`config.mk`:
```
export PLATFORM = sky130hd
export DESIGN_NAME = sram_loop_arbiter_flat
export DESIGN_NICKNAME = d
export VERILOG_FILES = /design/src/rtl/sram_loop_arbiter_if.sv /design/src/rtl/sram_loop_arbiter.sv /design/src/flat_wrapper.sv
export SDC_FILE = /design/constraint.sdc
export NUM_CORES = 1
export LEC_CHECK = 0
export ABC_AREA = 1
export CORE_MARGIN = 2
export CORE_UTILIZATION = 45
export CTS_BUF_LIST = sky130_fd_sc_hd__clkbuf_8
export CTS_CLUSTER_SIZE = 16
export DETAILED_ROUTE_END_ITERATION = 16
export PLACE_DENSITY_LB_ADDON = 0.3
export SLEW_MARGIN = 20
export SYNTH_ARGS = -nofsm -noshare
export SYNTH_HDL_FRONTEND = slang
export SYNTH_SLANG_ARGS = --single-unit
export TNS_END_PERCENT = 10
```
`constraint.sdc`:
```
create_clock -name i_clk -period 11.63 [get_ports i_clk]
set_input_delay 2.326 -clock i_clk [delete_from_list [all_inputs] [get_ports i_clk]]
set_output_delay 2.326 -clock i_clk [all_outputs]
set_load 0.05 [all_outputs]
```
`src/rtl/sram_loop_arbiter_if.sv`:
```
// rtl/sram_loop_arbiter_if.sv - requester and SRAM pin bundle for sram_loop_arbiter
//
// Purpose: groups the write/read request handshakes, loop control, status and
// SRAM pin signals into one interface.
//   slave  : the arbiter side (takes requests, drives the SRAM pins)
//   master : the environment side (recorder/DSP requesters, SRAM data return)
// Signals:
//   i_wr_req / i_wr_data / o_wr_ack       write requester handshake
//   i_rd_req / o_rd_ack / o_rd_data       read requester handshake
//   i_loop_len / i_clr                    loop length (0 = 2^ADDR_W), pointer clear
//   o_wr_ptr / o_rd_ptr / o_ovf / o_busy  status
//   o_sram_* / i_sram_dq                  SRAM pins (DQ tristate resolved at top level)

interface sram_loop_arbiter_if #(
    parameter int ADDR_W = 20,
    parameter int DATA_W = 16
);
    logic              i_wr_req;
    logic [DATA_W-1:0] i_wr_data;
    logic              o_wr_ack;
    logic              i_rd_req;
    logic              o_rd_ack;
    logic [DATA_W-1:0] o_rd_data;
    logic [ADDR_W-1:0] i_loop_len;
    logic              i_clr;
    logic [ADDR_W-1:0] o_wr_ptr;
    logic [ADDR_W-1:0] o_rd_ptr;
    logic              o_ovf;
    logic              o_busy;
    logic [ADDR_W-1:0] o_sram_addr;
    logic [DATA_W-1:0] o_sram_dq;
    logic              o_sram_dq_oe;
    logic [DATA_W-1:0] i_sram_dq;
    logic              o_sram_we_n;
    logic              o_sram_oe_n;
    logic              o_sram_ce_n;

    modport slave (
        input  i_wr_req, i_wr_data, i_rd_req, i_loop_len, i_clr, i_sram_dq,
        output o_wr_ack, o_rd_ack, o_rd_data, o_wr_ptr, o_rd_ptr, o_ovf, o_busy,
               o_sram_addr, o_sram_dq, o_sram_dq_oe, o_sram_we_n, o_sram_oe_n,
               o_sram_ce_n
    );

    modport master (
        output i_wr_req, i_wr_data, i_rd_req, i_loop_len, i_clr, i_sram_dq,
        input  o_wr_ack, o_rd_ack, o_rd_data, o_wr_ptr, o_rd_ptr, o_ovf, o_busy,
               o_sram_addr, o_sram_dq, o_sram_dq_oe, o_sram_we_n, o_sram_oe_n,
               o_sram_ce_n
    );
endinterface

```
`src/rtl/sram_loop_arbiter.sv`:
```
// rtl/sram_loop_arbiter.sv - two-port looper arbiter for a single async SRAM
//
// Purpose: shares one async SRAM between a write requester (recorder) and a
// read requester (player). Each port keeps its own circular pointer over a
// programmable loop length. Every access is IDLE(grant) -> strobe for
// ACCESS_CYC cycles -> END(ack) -> IDLE.
// Ports:
//   i_clk  rising-edge clock
//   i_rst  asynchronous active-high reset
//   bus    sram_loop_arbiter_if.slave (requests, status, SRAM pins)
// Parameters: ADDR_W (word address width), DATA_W (sample width),
//   ACCESS_CYC (strobe cycles per access, >= 1)
// Macro: SRAM_ARB_RR_EN selects round-robin arbitration; when undefined the
//   write port has fixed priority and no last-grant register exists.

module sram_loop_arbiter #(
    parameter int ADDR_W     = 20,
    parameter int DATA_W     = 16,
    parameter int ACCESS_CYC = 2
) (
    input  logic                i_clk,
    input  logic                i_rst,
    sram_loop_arbiter_if.slave  bus
);

    localparam int              CNT_W    = (ACCESS_CYC > 1) ? $clog2(ACCESS_CYC) : 1;
    localparam logic [CNT_W-1:0] CNT_LAST = CNT_W'(ACCESS_CYC - 1);

    typedef enum logic [2:0] {
        S_IDLE,
        S_WR,
        S_WR_END,
        S_RD,
        S_RD_END
    } state_t;

    state_t            state_q, state_d;
    logic [CNT_W-1:0]  cnt_q, cnt_d;
    logic              wr_pend_q, wr_pend_d;
    logic              rd_pend_q, rd_pend_d;
    logic [DATA_W-1:0] wr_data_q, wr_data_d;
    logic [ADDR_W-1:0] wr_ptr_q, wr_ptr_d;
    logic [ADDR_W-1:0] rd_ptr_q, rd_ptr_d;
    logic [ADDR_W-1:0] addr_q, addr_d;
    logic [DATA_W-1:0] dq_q, dq_d;
    logic [DATA_W-1:0] rd_data_q, rd_data_d;
    logic              ovf_q, ovf_d;
    // Set when a clear lands while an access is in flight (grant cycle included),
    // so that access's completion does not bump the freshly cleared pointer.
    logic              clr_seen_q, clr_seen_d;

    logic              grant_wr, grant_rd;
    logic              wr_ack, rd_ack;
    logic              wr_accept, rd_accept;

    function automatic logic [ADDR_W-1:0] ptr_next(input logic [ADDR_W-1:0] p,
                                                    input logic [ADDR_W-1:0] len);
        logic [ADDR_W-1:0] inc;
        inc = p + ADDR_W'(1);
        // len == 0 only matches at the natural wrap, where inc is already 0.
        return (inc == len) ? '0 : inc;
    endfunction

`ifdef SRAM_ARB_RR_EN
    // 1 = write was granted last; reset value favours the write port first.
    logic last_wr_q, last_wr_d;

    always_ff @(posedge i_clk or posedge i_rst) begin
        if (i_rst) begin
            last_wr_q <= 1'b0;
        end else begin
            last_wr_q <= last_wr_d;
        end
    end

    always_comb begin
        last_wr_d = last_wr_q;
        if (grant_wr) begin
            last_wr_d = 1'b1;
        end else if (grant_rd) begin
            last_wr_d = 1'b0;
        end
    end
`endif

    always_comb begin
        grant_wr = 1'b0;
        grant_rd = 1'b0;
        if (state_q == S_IDLE) begin
`ifdef SRAM_ARB_RR_EN
            if (wr_pend_q && rd_pend_q) begin
                grant_wr = !last_wr_q;
                grant_rd = last_wr_q;
            end else begin
                grant_wr = wr_pend_q;
                grant_rd = rd_pend_q;
            end
`else
            grant_wr = wr_pend_q;
            grant_rd = rd_pend_q && !wr_pend_q;
`endif
        end
    end

    always_ff @(posedge i_clk or posedge i_rst) begin
        if (i_rst) begin
            state_q    <= S_IDLE;
            cnt_q      <= '0;
            wr_pend_q  <= 1'b0;
            rd_pend_q  <= 1'b0;
            wr_data_q  <= '0;
            wr_ptr_q   <= '0;
            rd_ptr_q   <= '0;
            addr_q     <= '0;
            dq_q       <= '0;
            rd_data_q  <= '0;
            ovf_q      <= 1'b0;
            clr_seen_q <= 1'b0;
        end else begin
            state_q    <= state_d;
            cnt_q      <= cnt_d;
            wr_pend_q  <= wr_pend_d;
            rd_pend_q  <= rd_pend_d;
            wr_data_q  <= wr_data_d;
            wr_ptr_q   <= wr_ptr_d;
            rd_ptr_q   <= rd_ptr_d;
            addr_q     <= addr_d;
            dq_q       <= dq_d;
            rd_data_q  <= rd_data_d;
            ovf_q      <= ovf_d;
            clr_seen_q <= clr_seen_d;
        end
    end

    always_comb begin
        state_d    = state_q;
        cnt_d      = cnt_q;
        wr_pend_d  = wr_pend_q;
        rd_pend_d  = rd_pend_q;
        wr_data_d  = wr_data_q;
        wr_ptr_d   = wr_ptr_q;
        rd_ptr_d   = rd_ptr_q;
        addr_d     = addr_q;
        dq_d       = dq_q;
        rd_data_d  = rd_data_q;
        ovf_d      = ovf_q;
        clr_seen_d = clr_seen_q | bus.i_clr;

        wr_ack = (state_q == S_WR_END);
        rd_ack = (state_q == S_RD_END);

        // The ack cycle frees the slot, so a pulse landing there is accepted.
        wr_accept = bus.i_wr_req && (!wr_pend_q || wr_ack);
        rd_accept = bus.i_rd_req && (!rd_pend_q || rd_ack);

        if (wr_accept) begin
            wr_pend_d = 1'b1;
            wr_data_d = bus.i_wr_data;
        end else if (wr_ack) begin
            wr_pend_d = 1'b0;
        end

        if (rd_accept) begin
            rd_pend_d = 1'b1;
        end else if (rd_ack) begin
            rd_pend_d = 1'b0;
        end

        if ((bus.i_wr_req && !wr_accept) || (bus.i_rd_req && !rd_accept)) begin
            ovf_d = 1'b1;
        end

        case (state_q)
            S_IDLE: begin
                cnt_d      = '0;
                clr_seen_d = bus.i_clr;
                if (grant_wr) begin
                    state_d = S_WR;
                    addr_d  = wr_ptr_q;
                    dq_d    = wr_data_q;
                end else if (grant_rd) begin
                    state_d = S_RD;
                    addr_d  = rd_ptr_q;
                end
            end
            S_WR: begin
                if (cnt_q == CNT_LAST) begin
                    state_d = S_WR_END;
                end else begin
                    cnt_d = cnt_q + CNT_W'(1);
                end
            end
            S_WR_END: begin
                state_d = S_IDLE;
            end
            S_RD: begin
                if (cnt_q == CNT_LAST) begin
                    rd_data_d = bus.i_sram_dq;
                    state_d   = S_RD_END;
                end else begin
                    cnt_d = cnt_q + CNT_W'(1);
                end
            end
            S_RD_END: begin
                state_d = S_IDLE;
            end
            default: begin
                state_d = S_IDLE;
            end
        endcase

        if (bus.i_clr) begin
            wr_ptr_d = '0;
            rd_ptr_d = '0;
        end else begin
            if (wr_ack && !clr_seen_q) begin
                wr_ptr_d = ptr_next(wr_ptr_q, bus.i_loop_len);
            end
            if (rd_ack && !clr_seen_q) begin
                rd_ptr_d = ptr_next(rd_ptr_q, bus.i_loop_len);
            end
        end
    end

    assign bus.o_wr_ack     = wr_ack;
    assign bus.o_rd_ack     = rd_ack;
    assign bus.o_rd_data    = rd_data_q;
    assign bus.o_wr_ptr     = wr_ptr_q;
    assign bus.o_rd_ptr     = rd_ptr_q;
    assign bus.o_ovf        = ovf_q;
    assign bus.o_busy       = (state_q != S_IDLE);
    assign bus.o_sram_addr  = addr_q;
    assign bus.o_sram_dq    = dq_q;
    // WR_END keeps the chip selected and DQ driven so data/address hold past we_n rising.
    assign bus.o_sram_dq_oe = (state_q == S_WR) || (state_q == S_WR_END);
    assign bus.o_sram_we_n  = !(state_q == S_WR);
    assign bus.o_sram_oe_n  = !(state_q == S_RD);
    assign bus.o_sram_ce_n  = !((state_q == S_WR) || (state_q == S_WR_END) || (state_q == S_RD));

endmodule

```
`src/flat_wrapper.sv`:
```
// flat-port wrapper written by rule: the top's interface ports become plain ports
module sram_loop_arbiter_flat 
#(
    parameter int ADDR_W     = 20,
    parameter int DATA_W     = 16,
    parameter int ACCESS_CYC = 2
)
  (i_clk, i_rst, bus_i_wr_req, bus_i_wr_data, bus_i_rd_req, bus_i_loop_len, bus_i_clr, bus_i_sram_dq, bus_o_wr_ack, bus_o_rd_ack, bus_o_rd_data, bus_o_wr_ptr, bus_o_rd_ptr, bus_o_ovf, bus_o_busy, bus_o_sram_addr, bus_o_sram_dq, bus_o_sram_dq_oe, bus_o_sram_we_n, bus_o_sram_oe_n, bus_o_sram_ce_n);
  sram_loop_arbiter_if #(.ADDR_W(ADDR_W), .DATA_W(DATA_W)) bus_i ();
  input  logic i_clk;
  input  logic i_rst;
  input wire logic [$bits(bus_i.i_wr_req)-1:0] bus_i_wr_req;
  input wire logic [$bits(bus_i.i_wr_data)-1:0] bus_i_wr_data;
  input wire logic [$bits(bus_i.i_rd_req)-1:0] bus_i_rd_req;
  input wire logic [$bits(bus_i.i_loop_len)-1:0] bus_i_loop_len;
  input wire logic [$bits(bus_i.i_clr)-1:0] bus_i_clr;
  input wire logic [$bits(bus_i.i_sram_dq)-1:0] bus_i_sram_dq;
  output wire logic [$bits(bus_i.o_wr_ack)-1:0] bus_o_wr_ack;
  output wire logic [$bits(bus_i.o_rd_ack)-1:0] bus_o_rd_ack;
  output wire logic [$bits(bus_i.o_rd_data)-1:0] bus_o_rd_data;
  output wire logic [$bits(bus_i.o_wr_ptr)-1:0] bus_o_wr_ptr;
  output wire logic [$bits(bus_i.o_rd_ptr)-1:0] bus_o_rd_ptr;
  output wire logic [$bits(bus_i.o_ovf)-1:0] bus_o_ovf;
  output wire logic [$bits(bus_i.o_busy)-1:0] bus_o_busy;
  output wire logic [$bits(bus_i.o_sram_addr)-1:0] bus_o_sram_addr;
  output wire logic [$bits(bus_i.o_sram_dq)-1:0] bus_o_sram_dq;
  output wire logic [$bits(bus_i.o_sram_dq_oe)-1:0] bus_o_sram_dq_oe;
  output wire logic [$bits(bus_i.o_sram_we_n)-1:0] bus_o_sram_we_n;
  output wire logic [$bits(bus_i.o_sram_oe_n)-1:0] bus_o_sram_oe_n;
  output wire logic [$bits(bus_i.o_sram_ce_n)-1:0] bus_o_sram_ce_n;
  assign bus_i.i_wr_req = bus_i_wr_req;
  assign bus_i.i_wr_data = bus_i_wr_data;
  assign bus_i.i_rd_req = bus_i_rd_req;
  assign bus_i.i_loop_len = bus_i_loop_len;
  assign bus_i.i_clr = bus_i_clr;
  assign bus_i.i_sram_dq = bus_i_sram_dq;
  assign bus_o_wr_ack = bus_i.o_wr_ack;
  assign bus_o_rd_ack = bus_i.o_rd_ack;
  assign bus_o_rd_data = bus_i.o_rd_data;
  assign bus_o_wr_ptr = bus_i.o_wr_ptr;
  assign bus_o_rd_ptr = bus_i.o_rd_ptr;
  assign bus_o_ovf = bus_i.o_ovf;
  assign bus_o_busy = bus_i.o_busy;
  assign bus_o_sram_addr = bus_i.o_sram_addr;
  assign bus_o_sram_dq = bus_i.o_sram_dq;
  assign bus_o_sram_dq_oe = bus_i.o_sram_dq_oe;
  assign bus_o_sram_we_n = bus_i.o_sram_we_n;
  assign bus_o_sram_oe_n = bus_i.o_sram_oe_n;
  assign bus_o_sram_ce_n = bus_i.o_sram_ce_n;
  sram_loop_arbiter #(.ADDR_W(ADDR_W), .DATA_W(DATA_W), .ACCESS_CYC(ACCESS_CYC)) u_core (.i_clk(i_clk), .i_rst(i_rst), .bus(bus_i));
endmodule
```
== Word level (Yosys, flattened, before mapping) ==
Cells that the tools add are included.
Storage, ports and cells
  flip-flop bits (word level): 116
  bits of input ports: 57
  output and inout bits: 100
  logic and storage cells: 80
Operators by class
  $add $sub $neg: 3
  equality and inequality tests: 9
  mux-type cells: 22
  bitwise gates (word level): 1
  reduce and logical (&&, ||, !) cells: 33
Operator list (number)
  20-bit 2-to-1 mux: 8
  20-bit by 1-bit adder with 20-bit output, second input constant: 2
  20-bit == test: 2
  3-bit 2-to-1 mux: 4
  2-bit nonzero test: 6
  3-bit case mux with 3 select lines: 1
  1-bit logical NOT: 8
  1-bit 2-to-1 mux: 8
  1-bit logical AND: 7
  3-bit by 2-bit == test with 1-bit output, second input constant: 2
  2-bit AND reduction: 3
  1-bit logical OR: 5
  2-bit by 1-bit != test with 1-bit output, second input constant: 2
  3-bit by 1-bit == test with 1-bit output, second input constant: 1
  3-bit == test, second input constant: 1
  3-bit logical NOT: 1
  3-bit by 1-bit != test with 1-bit output, second input constant: 1
  3-bit AND reduction: 1
  3-bit nonzero test: 1
  1-bit case mux with 2 select lines: 1
  2-bit OR reduction: 1
  1-bit adder, second input constant: 1
  1-bit OR: 1

== Longest topological paths before layout ==
Gate-level depths: netlist (run 1).
  word-level depth: 6
  mapped depth: 17
  mapped depth without buffers: 16

== Worst setup path after synthesis (run 1) ==
Ideal clock, no wire load.
  kind: register to output
  start: register u_core.state_q[0]
  end: output bus_o_sram_ce_n
  arrival time: 2.109 ns
  required time: 9.304 ns
  slack: 7.195 ns
  cell stages (with the launch flop): 6
  path buffers: 0
  cell sequence: dfrtp_1 -> nand2_1 -> inv_1 -> nand2_1 -> nand2_1 -> nor2_1
Between the ends
  cells in the longest elaborated chain, start to end: 4
  elaborated cells on any way between the ends: 6
  classes of those cells: 3 x eq/ne; 3 x reduce/logical
Ends and longest elaborated chain
  from (decl): line sram_loop_arbiter.sv:37  | state_t state_q, state_d;
  from (signal assigned): line sram_loop_arbiter.sv:120  | state_q <= state_d;
  3-bit by 1-bit == test with 1-bit output or 3-bit by 2-bit == test with 1-bit output (tied branches)
  1-bit logical OR *
  net bus_o_sram_dq_oe: line flat_wrapper.sv:27  | output wire logic [$bits(bus_i.o_sram_dq_oe)-1:0] bus_o_sram_dq_oe;
  1-bit logical OR *: line sram_loop_arbiter.sv:238  | assign bus.o_sram_ce_n = !((state_q == S_WR) || (state_q == S_WR_END) || (state_q == S_RD));
  1-bit logical NOT *: line sram_loop_arbiter.sv:238
  to (decl): line flat_wrapper.sv:30  | output wire logic [$bits(bus_i.o_sram_ce_n)-1:0] bus_o_sram_ce_n;
The timed path passes the listed nets; every way through them passes the cells marked *.

== Worst setup path after layout (run 1) ==
  start: register u_core.state_q[2]
  end: output bus_o_sram_ce_n
Between the ends
  cells in the longest elaborated chain, start to end: 4
  elaborated cells on any way between the ends: 6
  classes of those cells: 3 x eq/ne; 3 x reduce/logical
Ends and longest elaborated chain (line)
  3-bit by 1-bit == test with 1-bit output or 3-bit by 2-bit == test with 1-bit output (tied branches): sram_loop_arbiter.sv:238
  1-bit logical OR: sram_loop_arbiter.sv:238
  1-bit logical OR *: sram_loop_arbiter.sv:238
  1-bit logical NOT *: sram_loop_arbiter.sv:238
Every way passes the cells marked *; elsewhere a longest branch is shown, timed or not.

==> run metrics, run 1 <==
run status complete, no violations; number of buffers inserted to repair setup after CTS 0; Max Fanout on Critical Path 3; worst setup margin 7240 ps; required time of the worst setup path 9300 ps; Net Switching 0.000812 W; global-route wire length before repair 31000 microns; horizontal die dimension 127 microns; post-synthesis area per instance 7.35 sq um; area fraction of the dominant cell type after synthesis 42.7%; core area 0.0146 sq mm; maximum buffer depth of the clock tree 2; CTS hold repair buffers 0; startpoint of the worst register-to-register path u_core.bus.o_rd_ptr[0]$_DFFE_PP0P_; Final ANT Viol Nets 0; CP Class reg -> out; vias per cell 5.07; transition time at the pin with the least slew margin 1080 ps; Lkg Pwr 4.15 nW; worst hold slack across all endpoints 476 ps; Total Neg Setup Slack 0 ps; worst relative slew slack 27.5%; Sw Share 44.6%; Max-Cap Viols 0; initial core utilization 46.4%; clock skew after layout 7.65 ps; fraction of final layout cells with drive strength greater than 1 12.9%; Max H-tree Level 4; Setup violations, final 0; Area Growth Syn to Fin 30.1%; Most used DFF post-synth sky130_fd_sc_hd__dfrtp_1; combinational power share 48.6%; slowest CP cell sky130_fd_sc_hd__clkdlybuf4s50_1; Post-layout nets 1137; row count 44; largest cells by area after synthesis sky130_fd_sc_hd__dfrtp_1 (43%), sky130_fd_sc_hd__nand2_1 (20%), sky130_fd_sc_hd__mux2_2 (5.0%); total routing usage reported by global routing 24.4%; number of diodes added for antenna fixing 0; Tcrit/Tclk final 37.8%; pin count of the biggest net entering global routing 77; drt wl/cell 14.7 microns; Post-Syn Instances 925; endpoint arrival time on the critical path 2070 ps; IR drop worst, VDD 0.000173 V; internal power of the cells 0.00101 W; quantity of gates resized following cts 0; num ports 157; Yosys Warn Count 0; Critical Path End Type output pin; number of CTS-inserted buffers 17; CTS tree yes; unrepaired setup endpoints after global routing no; count of vias placed by the detailed router 6438; die height 127 microns; count of routing violations after the opening detailed-route iteration 618; termination of the worst setup path bus_o_sram_ce_n; via count of the first global-routing pass 6064; proportion of synthesized flip-flops having asynchronous set or reset 100%; max incr delay on CP 810 ps; register-to-register setup slack 8770 ps; endpoint of the most critical register-to-register path u_core.bus.o_rd_ptr[16]$_DFFE_PP0P_; sinks on the clock net 116; number of hold violations in the final report 0; clock-pin slew on the worst setup and hold paths 70 ps; worst hold-check path type reg -> reg; number of synthesized register bits 116; Post-synth EDFFs 0; final RePlAce weighted congestion 0.970; netlist area before placement 0.00680 sq mm; power density over cell area 206 mW/mm^2; Worst setup SP type flop; residual DRC count 0; area of the die 0.0161 sq mm; sum of overflow across all layers after global routing 0; worst slack after detailed placement 7050 ps; sequential share of the synthesized area 42.7%; Final Max Tran Viols 0; routed wire length 18700 microns; source-to-sink clock delay at the later pin of the worst-skew pair 440 ps; depth of the worst register-to-register path 14; half-perimeter wire length after placement 13800 microns; clock period minus final worst setup slack 4390 ps; fillers 1329; sequence of cells on the critical path inv_1 > nand2_1 > inv_1 > nand2_1 > nand2_1 > nor2_1 > clkdlybuf4s50_1; Initial DRT Pass Iterations 7; Reg power frac 32.0%; highest achievable clock rate 0.228 GHz; fraction of power consumed by the clock network 19.4%; number of input and output port buffers inserted 156; number of unique standard cell types used by synthesis 39; leading area contributor after synthesis sky130_fd_sc_hd__dfrtp_1; filler-free cell count of the finished design 1271; Root Driver sky130_fd_sc_hd__clkbuf_8; initial antenna violation count 0; Inst Count DP 1241; Critical path origin u_core.state_q[2]$_DFFE_PP0P_; net count of the mapped netlist 986; Crit path top cell by count sky130_fd_sc_hd__nand2_1
cells in the final DEF (no fill, tap or decap), types with 2 or more instances in the layout:
cell / synthesis / final
sky130_fd_sc_hd__xnor3_1: 2 / 2
sky130_fd_sc_hd__nand2_1: 356 / 355
sky130_fd_sc_hd__buf_4: 1 / 2
sky130_fd_sc_hd__ha_1: 4 / 4
sky130_fd_sc_hd__clkinv_2: 0 / 3
sky130_fd_sc_hd__nand2_2: 48 / 49
sky130_fd_sc_hd__xor2_1: 8 / 8
sky130_fd_sc_hd__o21bai_1: 2 / 2
sky130_fd_sc_hd__or2_2: 2 / 2
sky130_fd_sc_hd__nor3_1: 2 / 2
sky130_fd_sc_hd__nand3_2: 2 / 2
sky130_fd_sc_hd__nor2_1: 79 / 78
sky130_fd_sc_hd__clkinv_4: 0 / 2
sky130_fd_sc_hd__nor2_2: 9 / 10
sky130_fd_sc_hd__inv_1: 80 / 80
sky130_fd_sc_hd__clkbuf_8: 0 / 21
sky130_fd_sc_hd__nand4_1: 7 / 7
sky130_fd_sc_hd__nand2_4: 2 / 2
sky130_fd_sc_hd__inv_2: 5 / 5
sky130_fd_sc_hd__xnor2_1: 4 / 4
sky130_fd_sc_hd__a21oi_1: 29 / 29
sky130_fd_sc_hd__clkinvlp_4: 0 / 2
sky130_fd_sc_hd__nand3b_1: 2 / 2
sky130_fd_sc_hd__nand3_1: 58 / 58
sky130_fd_sc_hd__clkinv_1: 2 / 2
sky130_fd_sc_hd__dfrtp_1: 116 / 116
sky130_fd_sc_hd__clkdlybuf4s50_1: 0 / 156
sky130_fd_sc_hd__mux2_2: 30 / 30
sky130_fd_sc_hd__nor2_4: 4 / 4
sky130_fd_sc_hd__o21ai_1: 6 / 6
sky130_fd_sc_hd__o21ai_0: 31 / 31
worst max-delay path: cells and delay by family, from the launching register on:
kind | cells | cell delay [ps]
AND/OR/NAND/NOR | 4 | 330
buffers and inverters | 3 | 920
flip-flops | 1 | 370
flip-flops by register name, indices dropped and copies added, names as in the netlist:
name                    flops
u_core.bus.o_sram_addr     20
u_core.clr_seen_q           1
u_core.bus.o_wr_ptr        20
u_core.rd_pend_q            1
u_core.bus.o_rd_data       16
u_core.bus.o_ovf            1
u_core.bus.o_rd_ptr        20
u_core.cnt_q                1
u_core.wr_pend_q            1
u_core.wr_data_q           16
u_core.bus.o_sram_dq       16
u_core.state_q              3
cell families after synthesis:
| group | after synthesis | share of synthesized area (%) |
|---|---|---|
| and+or+nand+nor | 576 | 36.8 |
| DFF | 116 | 42.7 |
| buffers and inverters | 113 | 6.81 |
| AOI/OAI and AO/OA | 71 | 5.45 |
| muxes | 30 | 4.97 |
| xor gates and xnor gates | 15 | 2.56 |
| adders and majority gates | 4 | 0.736 |
worst min path at each step:
stage	startpoint	slack, ps	cells past startpoint	endpoint
5_1_grt	u_core.bus.o_ovf$_DFFE_PP0P_	500	1	u_core.bus.o_ovf$_DFFE_PP0P_
2_1_floorplan	u_core.wr_data_q[10]$_DFFE_PP0P_	470	1	u_core.bus.o_sram_dq[10]$_DFFE_PP0P_
6_report	u_core.bus.o_rd_data[0]$_DFFE_PP0P_	480	2	u_core.bus.o_rd_data[0]$_DFFE_PP0P_
3_5_place_dp	u_core.bus.o_rd_data[14]$_DFFE_PP0P_	460	2	u_core.bus.o_rd_data[14]$_DFFE_PP0P_
3_3_place_gp	u_core.bus.o_rd_data[4]$_DFFE_PP0P_	450	2	u_core.bus.o_rd_data[4]$_DFFE_PP0P_
4_1_cts	u_core.bus.o_rd_data[14]$_DFFE_PP0P_	480	2	u_core.bus.o_rd_data[14]$_DFFE_PP0P_
synth_stat cells, types with 5 or more instances:
library cell                 n
sky130_fd_sc_hd__nand2_1   356
sky130_fd_sc_hd__dfrtp_1   116
sky130_fd_sc_hd__inv_1      80
sky130_fd_sc_hd__nor2_1     79
sky130_fd_sc_hd__nand3_1    58
sky130_fd_sc_hd__nand2_2    48
sky130_fd_sc_hd__o21ai_0    31
sky130_fd_sc_hd__mux2_2     30
sky130_fd_sc_hd__a21oi_1    29
sky130_fd_sc_hd__clkbuf_1   16
sky130_fd_sc_hd__nor2_2      9
sky130_fd_sc_hd__xor2_1      8
sky130_fd_sc_hd__nand4_1     7
sky130_fd_sc_hd__o21ai_1     6
sky130_fd_sc_hd__inv_2       5
final cells by class:
| class | instances | area (sq um) | area share, % |
|---|---|---|---|
| Multi-Input combinational cell | 696 | 3440 | 38.9 |
| Sequential cell | 116 | 2900 | 32.8 |
| Timing Repair Buffer | 158 | 1580 | 17.8 |
| Inverter | 87 | 329 | 3.72 |
| Clock buffer | 21 | 289 | 3.27 |
| Tap cell | 184 | 230 | 2.60 |
| Clock inverter | 9 | 81.3 | 0.919 |
metal layers:
layer / share of wire (%) / GRT usage (%)
met3: 9.4 / 7.59
met5: 0 / 0
met1: 45 / 34.1
met4: 2.3 / 8.99
met2: 43 / 35.6
power by group through the flow:
stage          clock network (W)  logic [W]  registers (W)
2_1_floorplan                  0   0.000338       0.000851
3_3_place_gp                   0   0.000882       0.000585
3_5_place_dp                   0   0.000889       0.000590
4_1_cts                 0.000361   0.000893       0.000585
5_1_grt                 0.000379   0.000946       0.000601
6_report                0.000353   0.000885       0.000584
metrics by stage:
stage	total power [W]	area, sq um	util, %
6_report	0.00182	8850	60.4
3_5_place_dp	0.00148	8480	57.9
5_1_grt	0.00193	8850	60.4
4_1_cts	0.00184	8850	60.4
3_3_place_gp	0.00147	8480	57.9
2_1_floorplan	0.00119	6800	-
Note: power is estimated with default switching activity, not from simulation.
==> run 2, diff against run 1 <==
- clock period: 11.63 -> 3.6 ns (I/O delays scaled with it)
==> run 2 against run 1 <==
- hold slack worse by 2.8 ps
- die area unchanged
- sequential share of layout area fell by 0.37 points
- combinational power grew to 3.2 times the previous value
- cell area rose by 1.1%
- global-route usage hardly changed
- first-iteration DRC count shrank 4.4%
- non-clock buffer count increased by 6
- clock power rose to 3.6 times the previous value
- critical path type unchanged
==> run metrics, run 2 (synthesis results as in run 1) <==
Critical Path End Type output pin; pin count of the biggest net entering global routing 58 (-25%); required time of the worst setup path 2880 ps (-6420 ps); endpoint arrival time on the critical path 2110 ps (+40 ps); count of routing violations after the opening detailed-route iteration 591 (-4.4%); number of CTS-inserted buffers 17 (unchanged); clock skew after layout 17.0 ps (+9.37 ps); row count 44 (unchanged); endpoint of the most critical register-to-register path u_core.bus.o_wr_ptr[16]$_DFFE_PP0P_; unrepaired setup endpoints after global routing no; drt wl/cell 14.7 microns (about the same); Max Fanout on Critical Path 3 (unchanged); Setup violations, final 0 (unchanged); via count of the first global-routing pass 6105 (+0.68%); routed wire length 18800 microns (+0.65%); Final Max Tran Viols 0 (unchanged); worst hold path cell count 2 (unchanged); CTS hold repair buffers 0 (unchanged); worst hold slack across all endpoints 473 ps (-2.79 ps); hold wc startpoint u_core.bus.o_rd_data[3]$_DFFE_PP0P_; total routing usage reported by global routing 24.4% (+0.025 points); final RePlAce weighted congestion 0.911 (-6.1%); number of input and output port buffers inserted 156 (unchanged); worst relative slew slack 37.5% (+10 points); number of hold violations in the final report 0 (unchanged); Max-Cap Viols 0 (unchanged); Lkg Pwr 4.20 nW (+1.2%); Max H-tree Level 4 (unchanged); depth of the worst register-to-register path 14 (unchanged); WHS Endpoint u_core.bus.o_rd_data[3]$_DFFE_PP0P_; register-to-register setup slack 1070 ps (-7700 ps); highest achievable clock rate 0.353 GHz; sinks on the clock net 116 (unchanged); die height 127 microns (unchanged); Root Driver sky130_fd_sc_hd__clkbuf_8; Worst setup SP type flop; fraction of final layout cells with drive strength greater than 1 13.3% (+0.45 points); horizontal die dimension 127 microns (unchanged); vias per cell 4.97 (-1.8%); global-route wire length before repair 31100 microns (+0.31%); most frequent standard cell in the layout excluding fill and tap cells sky130_fd_sc_hd__nand2_1; area of the die 0.0161 sq mm (unchanged); Total Neg Setup Slack 0 ps (unchanged); Final ANT Viol Nets 0 (unchanged); worst hold-check path type reg -> reg; leading cell types in the layout, fill and taps excluded sky130_fd_sc_hd__nand2_1 (355), sky130_fd_sc_hd__clkdlybuf4s50_1 (156), sky130_fd_sc_hd__dfrtp_1 (116); residual DRC count 0 (unchanged); initial antenna violation count 0 (unchanged); maximum buffer depth of the clock tree 2 (unchanged); Tcrit/Tclk final 78.7%; quantity of gates resized following cts 0 (unchanged); count of vias placed by the detailed router 6361 (-1.2%); CTS tree yes; sum of overflow across all layers after global routing 0 (unchanged); run status complete, no violations; Post-layout nets 1143 (+0.53%); Area Growth Syn to Fin 31.6%; IR drop worst, VDD 0.000542 V (+210%); source-to-sink clock delay at the later pin of the worst-skew pair 440 ps (about the same); number of buffers inserted to repair setup after CTS 0 (unchanged); startpoint of the worst register-to-register path u_core.bus.o_wr_ptr[0]$_DFFE_PP0P_; power density over cell area 673 mW/mm^2 (+230%); clock-pin slew on the worst setup and hold paths 80 ps (about the same); CP Class reg -> out; half-perimeter wire length after placement 14100 microns (+2.0%); Initial DRT Pass Iterations 5 (-2); core area 0.0146 sq mm (unchanged); power after layout 0.00602 W (+230%); transition time at the pin with the least slew margin 935 ps (-149 ps); number of diodes added for antenna fixing 0 (unchanged); num ports 157 (unchanged); clock period minus final worst setup slack 2830 ps; initial core utilization 46.4% (unchanged)
-- run 2: cell count changes in the layout (fill, tap and decap cells not counted), sizes merged --
cell and change:
buf +6, bufinv +2, clkbuf -3, clkinv -1
clkinvlp +2, inv +2
-- run 2: worst max path at each step --
stage | start | to | slack (ps)
after floorplan | u_core.state_q[0]$_DFFE_PP0P_ | bus_o_sram_ce_n | 770
after global placement | bus_i_loop_len[0] | u_core.bus.o_wr_ptr[17]$_DFFE_PP0P_ | 770
after detailed placement | bus_i_loop_len[0] | u_core.bus.o_wr_ptr[6]$_DFFE_PP0P_ | 710
after CTS | u_core.state_q[2]$_DFFE_PP0P_ | bus_o_sram_ce_n | 770
after global routing | u_core.state_q[2]$_DFFE_PP0P_ | bus_o_sram_ce_n | 650
final | u_core.state_q[2]$_DFFE_PP0P_ | bus_o_sram_ce_n | 770
-- run 2: worst max-delay path: stages (launching register included) --
cell and delay (ps):
sky130_fd_sc_hd__dfrtp_1 380, sky130_fd_sc_hd__inv_1 50, sky130_fd_sc_hd__nand2_1 90, sky130_fd_sc_hd__inv_1 60, sky130_fd_sc_hd__nand2_1 110, sky130_fd_sc_hd__nand2_1 80, sky130_fd_sc_hd__nor2_1 100, sky130_fd_sc_hd__clkdlybuf4s50_1 810
-- run 2: final cells by class --
type                            count  area [sq um]
Sequential cell                   116          2900
Inverter                           87           330
Clock buffer                       18           248
Fill cell                        1323          5700
Timing Repair Buffer              164          1630
Clock inverter                     14           161
Tap cell                          184           230
Multi-Input combinational cell    696          3440
-- run 2: through the flow --
step	std cells	cell area (sq um)	utilization (%)	setup slack [ps]
after floorplan	925	6800	-	771
after global placement	1247	8530	58.3	769
after detailed placement	1247	8530	58.3	713
after CTS	1279	8940	61.1	766
after global routing	1279	8950	61.1	647
final	1279	8950	61.1	768
-- run 2: metal layers --
| metal | wire length, microns | track usage [%] | up-vias |
|---|---|---|---|
| li1 | - | - | 3208 |
| met1 | 8510 | 33.6 | 2907 |
| met2 | 8280 | 36.1 | 216 |
| met3 | 1640 | 7.89 | 30 |
| met4 | 384 | 8.79 | 0 |
| met5 | 0 | 0 | - |
-- run 2: where the power goes --
group,internal [W],switching [W]
clock network,0.000699,0.000574
logic,0.000973,0.00190
registers,0.00169,0.000191
total,0.00336,0.00266
==> run 3, diff against run 2 <==
- clock period: 3.6 -> 2.7 ns (I/O delays scaled with it)
==> run 3 against run 2 <==
- clock skew is 6.6 ps lower
- largest cell class unchanged
- cell area hardly changed
- critical path type unchanged
- critical endpoint is now bus_o_rd_ack
- largest power group unchanged
- via count is 0.28% higher
==> run metrics, run 3 (synthesis results as in run 1) <==
run status complete, no violations; count of routing violations after the opening detailed-route iteration 540 (-8.6%); routed wire length 19200 microns (+2.1%); number of hold violations in the final report 0 (unchanged); transition time at the pin with the least slew margin 757 ps (-178 ps); initial core utilization 46.4% (unchanged); power density over cell area 889 mW/mm^2 (+32%); horizontal die dimension 127 microns (unchanged); quantity of gates resized following cts 0 (unchanged); drt wl/cell 15.0 microns (+2.0%); max incr delay on CP 810 ps (about the same); post-route cell area 0.00894 sq mm (about the same); slowest CP cell sky130_fd_sc_hd__clkdlybuf4s50_1; unrepaired setup endpoints after global routing no; pin count of the biggest net entering global routing 50 (-14%); global-route wire length before repair 32000 microns (+3.0%); combinational power share 49.0% (+1.4 points); number of buffers inserted to repair setup after CTS 0 (unchanged); via count of the first global-routing pass 6238 (+2.2%); source-to-sink clock delay at the later pin of the worst-skew pair 450 ps (about the same); Max-Cap Viols 0 (unchanged); Net Switching 0.00356 W (+34%); most frequent standard cell in the layout excluding fill and tap cells sky130_fd_sc_hd__nand2_1; Worst setup SP type flop; Sw Share 44.8% (+0.58 points); depth of the worst register-to-register path 15 (+1); count of vias placed by the detailed router 6379 (+0.28%); sinks on the clock net 116 (unchanged); worst setup margin 203 ps (-565 ps); Max Fanout on Critical Path 3 (unchanged); Lkg Pwr 4.23 nW (+0.71%); highest achievable clock rate 0.400 GHz; Initial DRT Pass Iterations 8 (+3); Total Neg Setup Slack 0 ps (unchanged); sequence of cells on the critical path nor2_1 > nand2_1 > inv_1 > clkdlybuf4s50_1; half-perimeter wire length after placement 14200 microns (+0.99%); Critical Path End Type output pin; required time of the worst setup path 2160 ps (-720 ps); CP Class reg -> out; area occupied by multi-input gates 0.00344 sq mm (-0.15%); die height 127 microns (unchanged); Post-layout nets 1145 (+0.17%); total routing usage reported by global routing 25.2% (+0.86 points); clock period minus final worst setup slack 2500 ps; Setup violations, final 0 (unchanged); Final ANT Viol Nets 0 (unchanged); Max H-tree Level 4 (unchanged); Area Growth Syn to Fin 31.5% (about the same); final RePlAce weighted congestion 0.937 (+2.8%); vias per cell 4.98 (+0.20%); Root Driver sky130_fd_sc_hd__clkbuf_8; number of input and output port buffers inserted 156 (unchanged); row count 44 (unchanged); CTS hold repair buffers 0 (unchanged); area of the die 0.0161 sq mm (unchanged); clock skew after layout 10.4 ps (-6.64 ps); worst hold-check path type in -> async; endpoint arrival time on the critical path 1960 ps (-150 ps); fraction of power consumed by the clock network 19.3% (-1.8 points); leading cell types in the layout, fill and taps excluded sky130_fd_sc_hd__nand2_1 (355), sky130_fd_sc_hd__clkdlybuf4s50_1 (153), sky130_fd_sc_hd__dfrtp_1 (116); worst slack after detailed placement 258 ps (-455 ps); maximum buffer depth of the clock tree 2 (unchanged); number of diodes added for antenna fixing 0 (unchanged); Reg power frac 31.7% (+0.5 points); clock-pin slew on the worst setup and hold paths 70 ps (about the same); worst relative slew slack 49.4% (+12 points); CTS tree yes; residual DRC count 0 (unchanged); initial antenna violation count 0 (unchanged); fraction of final layout cells with drive strength greater than 1 13.4% (+0.079 points); Final Max Tran Viols 0 (unchanged); internal power of the cells 0.00439 W (+31%); area occupied by registers 0.00290 sq mm (unchanged); number of CTS-inserted buffers 17 (unchanged); total cell area at the placement stage 0.00856 sq mm (+0.32%); core area 0.0146 sq mm (unchanged); fillers 1309 (-1.1%); num ports 157 (unchanged); Tcrit/Tclk final 92.5%; IR drop worst, VDD 0.000783 V (+45%); sum of overflow across all layers after global routing 0 (unchanged)
## run 3: cell types whose count changed in the layout (fill, tap and decap cells not counted), moves of 2 or more
| cell | delta |
|---|---|
| sky130_fd_sc_hd__dlymetal6s2s_1 | +3 |
| sky130_fd_sc_hd__clkbuf_8 | +3 |
| sky130_fd_sc_hd__inv_6 | -2 |
| sky130_fd_sc_hd__bufinv_16 | -2 |
| sky130_fd_sc_hd__clkdlybuf4s50_1 | -3 |
## run 3: power by group through the flow
stage	registers, W	clock network (W)	logic, W
final	0.00252	0.00153	0.00389
after global routing	0.00258	0.00163	0.00418
after CTS	0.00252	0.00157	0.00393
after detailed placement	0.00254	0	0.00391
after global placement	0.00252	0	0.00386
after floorplan	0.00367	0	0.00146
## run 3: critical path, delay by kind of cell, from the launching register on
kind          cells  cell delay, ps
simple gates      2             220
buf+inv           2             900
flops             1             390
## run 3: path summary, 6_finish.rpt
kind	from	endpoint	slack, ps
max	u_core.state_q[0]$_DFFE_PP0P_	bus_o_rd_ack	200
min	i_rst	u_core.bus.o_rd_data[0]$_DFFE_PP0P_	420
max reg2reg	u_core.bus.o_wr_ptr[0]$_DFFE_PP0P_	u_core.bus.o_wr_ptr[5]$_DFFE_PP0P_	260
min reg2reg	u_core.bus.o_rd_data[7]$_DFFE_PP0P_	u_core.bus.o_rd_data[7]$_DFFE_PP0P_	470
max in group asynchronous	i_rst	u_core.bus.o_sram_dq[6]$_DFFE_PP0P_	1590
min in group i_clk	u_core.bus.o_rd_data[7]$_DFFE_PP0P_	u_core.bus.o_rd_data[7]$_DFFE_PP0P_	470
## run 3: layer usage
metal	up-vias	GRT usage [%]	routed length [microns]
met5	-	0	0
met4	0	8.08	366
met3	32	8.98	1670
met2	213	38.0	8490
met1	2918	34.2	8670
li1	3216	-	-
## run 3: per-stage QoR
stage	cells	hold WS (ps)	total power (W)	utilization (%)
2_1_floorplan	925	475	0.00512	-
3_3_place_gp	1249	456	0.00639	58.5
3_5_place_dp	1249	458	0.00645	58.5
4_1_cts	1280	407	0.00801	61.0
5_1_grt	1280	422	0.00839	61.1
6_report	1280	422	0.00795	61.1
## run 3: cell type report
cell class	instances	area share, %
tap	184	2.57
sequential	116	32.5
multi-input combinational	696	38.4
inverter	87	3.69
clock inverter	10	0.937
clock buffer	21	3.23
timing repair buffer	166	18.7
